**config.mk**
```make
export PLATFORM = sky130hd
export DESIGN_NAME = prod_accumulator
export DESIGN_NICKNAME = d
export VERILOG_FILES = /design/src/rtl/prod_accumulator.sv
export SDC_FILE = /design/constraint.sdc
export NUM_CORES = 1
export LEC_CHECK = 0
export CAP_MARGIN = 20
export CORE_ASPECT_RATIO = 0.8
export CORE_MARGIN = 2
export CORE_UTILIZATION = 46
export CTS_CLUSTER_DIAMETER = 40
export DETAILED_ROUTE_END_ITERATION = 12
export PLACE_DENSITY = 0.78
export SETUP_SLACK_MARGIN = 0.02
export SLEW_MARGIN = 20
export SYNTH_ARGS = -nofsm -noshare
export SYNTH_HDL_FRONTEND = slang
export SYNTH_SLANG_ARGS = --single-unit
```
**constraint.sdc**
```tcl
create_clock -name clk -period 2.3 [get_ports clk]
set_input_delay 0.46 -clock clk [delete_from_list [all_inputs] [get_ports clk]]
set_output_delay 0.46 -clock clk [all_outputs]
set_load 0.02 [all_outputs]
```
**src/rtl/prod_accumulator.sv**
```systemverilog
// prod_accumulator: sums a frame of up to N_TERMS 8-bit products and presents the result on a held handshake.
module prod_accumulator #(
  parameter int N_TERMS = 4,
  parameter int ACC_W   = 10
) (
  input  logic             clk,
  input  logic             rst_n,
  input  logic             in_valid,
  output logic             in_ready,
  input  logic [7:0]       prod_in,
  input  logic             in_last,
  output logic             out_valid,
  input  logic             out_ready,
  output logic [ACC_W-1:0] acc_out,
  output logic [4:0]       cnt_out,
  output logic             ovf_out
);
  typedef enum logic {ACC, DONE} state_t;
  state_t state, state_nx;
  logic [ACC_W-1:0] acc;
  logic [4:0] cnt;
  logic ovf, accept, close, take;
  logic [ACC_W:0] sum;
  assign accept = in_valid & (state == ACC);
  assign take   = out_ready & (state == DONE);
  assign close  = accept & (in_last | (cnt == 5'(N_TERMS - 1)));
  assign sum    = {1'b0, acc} + {{(ACC_W - 7){1'b0}}, prod_in};
  always_ff @(posedge clk or negedge rst_n)
    if (!rst_n) state <= ACC;
    else state <= state_nx;
  always_comb
    state_nx = close ? DONE : take ? ACC : state;
  always_comb begin
    in_ready  = state == ACC;
    out_valid = state == DONE;
  end
  // Clearing on take keeps the next frame starting from zero without an extra cycle.
  always_ff @(posedge clk or negedge rst_n)
    if (!rst_n) begin
      acc <= '0;
      cnt <= '0;
      ovf <= 1'b0;
    end else if (take) begin
      acc <= '0;
      cnt <= '0;
      ovf <= 1'b0;
    end else if (accept) begin
      acc <= sum[ACC_W-1:0];
      cnt <= cnt + 5'd1;
      ovf <= ovf | sum[ACC_W];
    end
  assign acc_out = acc;
  assign cnt_out = cnt;
  assign ovf_out = ovf;
endmodule

```
==> key figures <==
Outcome
  • Status: finished clean

Detailed routing
  • Final WL: 2350 um
  • Initial DRC count: 25
  • Detailed-route DRC error count: 0
  • DR pass1 iterations: 4
  • Number of routed nets with antenna violations: 0
  • Via density: around 5.5
  • Via count: ~950
  • WL per Instance: 13.6 um

Run
  • Total of max-cap violations: 0

Clock tree
  • Postcts setup bufs: 0
  • Reg clk slew, reported paths: 0.09 ns
  • CTS resizes: 0
  • Clk root buf: clkbuf_4
  • Worst-Skew Late Latency: just under 0.3 ns
  • CTS tree: built
  • Hold-fix buffers, CTS: 0
  • Clock sinks: 17
  • TritonCTS Buffers: 3
  • Maximum clock path buffer count: 2
  • # H-tree levels: 1

Power
  • Sequential fraction of design power: 30.4%
  • Switching share of power: 43.6%
  • Clock Power Share: roughly 9%
  • Total power: 0.00173 W
  • Pint: 0.000977 W
  • Logic gate share of total power: 60.4%
  • Pwr dens: 1210 nW/um2
  • Switching power: 0.000756 W
  • Total leakage power: around 0.62 nW
  • VDD IR max: between 700 and 800 uV

Setup path
  • Worst endpoint data arrival time: roughly 2.4 ns
  • Cell at the slowest stage of the critical path: clkdlybuf4s50_1
  • Crit end category: flip-flop
  • Worst R2R Start: acc_out[0]
  • CP cell instances: clkdlybuf4s50_1 > ha_1 > inv_1 > fa_1 > nand2b_1 > a21oi_2 > o21ai_2 > a31oi_2 > mux2i_1
  • Crit path kind: input port to flip-flop
  • Crit path launch: prod_in[0]
  • Critical path buffer and inverter count: 2
  • Crit path max-delay family: adder cells
  • Delay of the slowest critical-path stage: 0.46 ns
  • Crit path launch type: input port
  • Reg2reg end: acc_out[8]
  • Max FO, Critical Path: 3
  • Depth of the most critical reg-to-reg path: 8
  • R2r setup slk: approximately 0.35 ns
  • Worst Path Required: 2.52 ns

Synthesis
  • Post-synthesis register bit count: 17
  • Seq/Total Area, Yosys: 40.8%
  • Mapped Avg Cell Area: roughly 9.5 um2
  • Yosys Warn Count: 0
  • Post-synthesis cell type count: 32
  • Mapped Cells: 110
  • Mapped Area: 1040 um2
  • Syn nets: about 130

Timing
  • Final Max Tran Viols: 0
  • Worst slew margin: 79.7%
  • Skew final: 0.00105 ns
  • Period utilization: 94.4%
  • Final setup fails: 0
  • Final worst slack: roughly 0.13 ns
  • RSZ-0062 raised after global routing: false
  • Fin. Hold Viols: 0
  • Clock period minus worst slack: 2.17 ns
  • TNS Setup: 0 ns
  • Max frequency: roughly 460 MHz
  • Slew of the pin with the lowest slew margin: 0.304 ns

Placement
  • Setup slack after placement: -0.158 ns
  • Port buffer count: 30
  • Placed Area: 1410 um2
  • DP Wirelength: 1800 um
  • Final weighted congestion in routability-driven placement: 0.786

Die
  • IO Pins: 31
  • Row count: 15
  • DIE WIDTH: 57.3 um
  • Initial core utilization: 48.3%
  • DIE AREA: 2670 um2
  • Die Ht: 46.6 um
  • Core Footprint: 2160 um2

Layout
  • Multi-input logic area: roughly 590 um2
  • Core Util, Final: 66.6%
  • Design Area, Final: approximately 1400 um2
  • Inserted Diodes: 0
  • Share of cells above drive strength 1: 9.46%
  • Fill cells: between 150 and 200
  • Register Area: 425 um2
  • Area grow syn2layout: 37.7%
  • # nets final: 172

Global route
  • First-pass GRT wire length: 3970 um
  • Antenna violations before repair: 0
  • Vias in the first global route: 887
  • GRT Resource Usage Total: between 20% and 30%
  • Total gr overflow: 0
  • Largest net degree at the start of global routing: 18

Min path
  • Hold Path Class: input port to asynchronous set/reset pin
final cells by class:
cell class | instances | area share (%)
Clock buffer | 4 | 1.83
Inverter | 5 | 1.31
Multi-Input combinational cell | 86 | 41.0
Sequential cell | 17 | 29.6
Tap cell | 25 | 2.18
Timing Repair Buffer | 36 | 24.0
metrics by stage:
| stage | hold WS, ns | std cells |
|---|---|---|
| after global routing | 0.494 | 173 |
| final | 0.494 | 173 |
| after floorplan | 0.164 | 110 |
| after CTS | 0.496 | 173 |
| after global placement | 0.484 | 169 |
| after detailed placement | 0.490 | 169 |
kinds of logic after synthesis:
group	count (synthesis)	synth area share [%]
adder cells (fa/ha/maj)	10	12.7
AND/OR/NAND/NOR	33	15.3
flip-flops	17	40.8
XOR/XNOR	3	2.52
buffers and inverters	7	2.76
AO/OA/AOI/OAI	38	24.0
multiplexers	2	1.92
cell usage in the layout, fill, tap and decap left out, drive strengths merged, types with 2 or more instances in the layout:
master and n:
a21oi 8, xor2 3, a22o 2, clkdlybuf4s50 30, buf 6, dfrtp 17, o21ai 16, mux2i 2
nand2b 4, a211oi 2, nand2 15, inv 5, nor2 5, nand3 3, o31ai 2, nand4 2
a32o 2, clkbuf 4, ha 9
worst reg2reg max path, delay by kind of cell (launching register included):
kind / cells / cell delay [ns]
adders and majority gates: 2 / 0.56
and+or+nand+nor: 1 / 0.19
muxes: 1 / 0.20
AOI/OAI and AO/OA: 3 / 0.48
DFF: 1 / 0.40
buffers and inverters: 1 / 0.06
worst max path at each step:
stage | end | slack (ns) | cells past startpoint
2_1_floorplan | acc_out[8] | 0.31 | 8
3_3_place_gp | acc_out[8] | -0.11 | 9
3_5_place_dp | acc_out[6] | -0.16 | 9
4_1_cts | acc_out[6] | 0.14 | 9
5_1_grt | acc_out[8] | 0.04 | 9
6_report | acc_out[8] | 0.13 | 9
synthesized netlist by cell type (all sizes together):
library cell,n,area (um2)
dfrtp,17,425
o21ai,16,83.8
nand2,15,56.3
ha,9,113
a21oi,8,43.8
inv,5,18.8
nor2,5,18.8
nand2b,4,25.0
nand3,3,15.0
xor2,3,26.3
a211oi,2,20.0
a22o,2,17.5
a32o,2,20.0
buf,2,10.0
mux2i,2,20.0
nand4,2,12.5
o31ai,2,15.0
a21boi,1,7.51
a21o,1,7.51
a31oi,1,12.5
fa,1,20.0
nor2b,1,6.26
nor3,1,10.0
nor3b,1,7.51
nor4b,1,8.76
o211ai,1,7.51
o21a,1,7.51
o21bai,1,7.51
flip-flops by register name, summed over array words and instances (netlist names):
register and cells:
out_valid 1, cnt_out 5, ovf_out 1, acc_out 10
metal layers:
metal	part of all wire [%]	GRT usage, %	up-vias
met5	0	0	-
met4	0.38	2.79	0
met3	5.8	5.62	2
met2	46	33.8	25
met1	47	27.2	447
li1	-	-	477
power groups by stage:
| stage | Sequential (W) | Combinational [W] | Clock [W] |
|---|---|---|---|
| 4_1_cts | 0.000529 | 0.00105 | 0.000169 |
| 6_report | 0.000528 | 0.00105 | 0.000159 |
| 3_3_place_gp | 0.000523 | 0.00103 | 0 |
| 5_1_grt | 0.000549 | 0.00115 | 0.000182 |
| 2_1_floorplan | 0.000653 | 0.000516 | 0 |
| 3_5_place_dp | 0.000533 | 0.00104 | 0 |
Power figures use the tool's default switching activity.
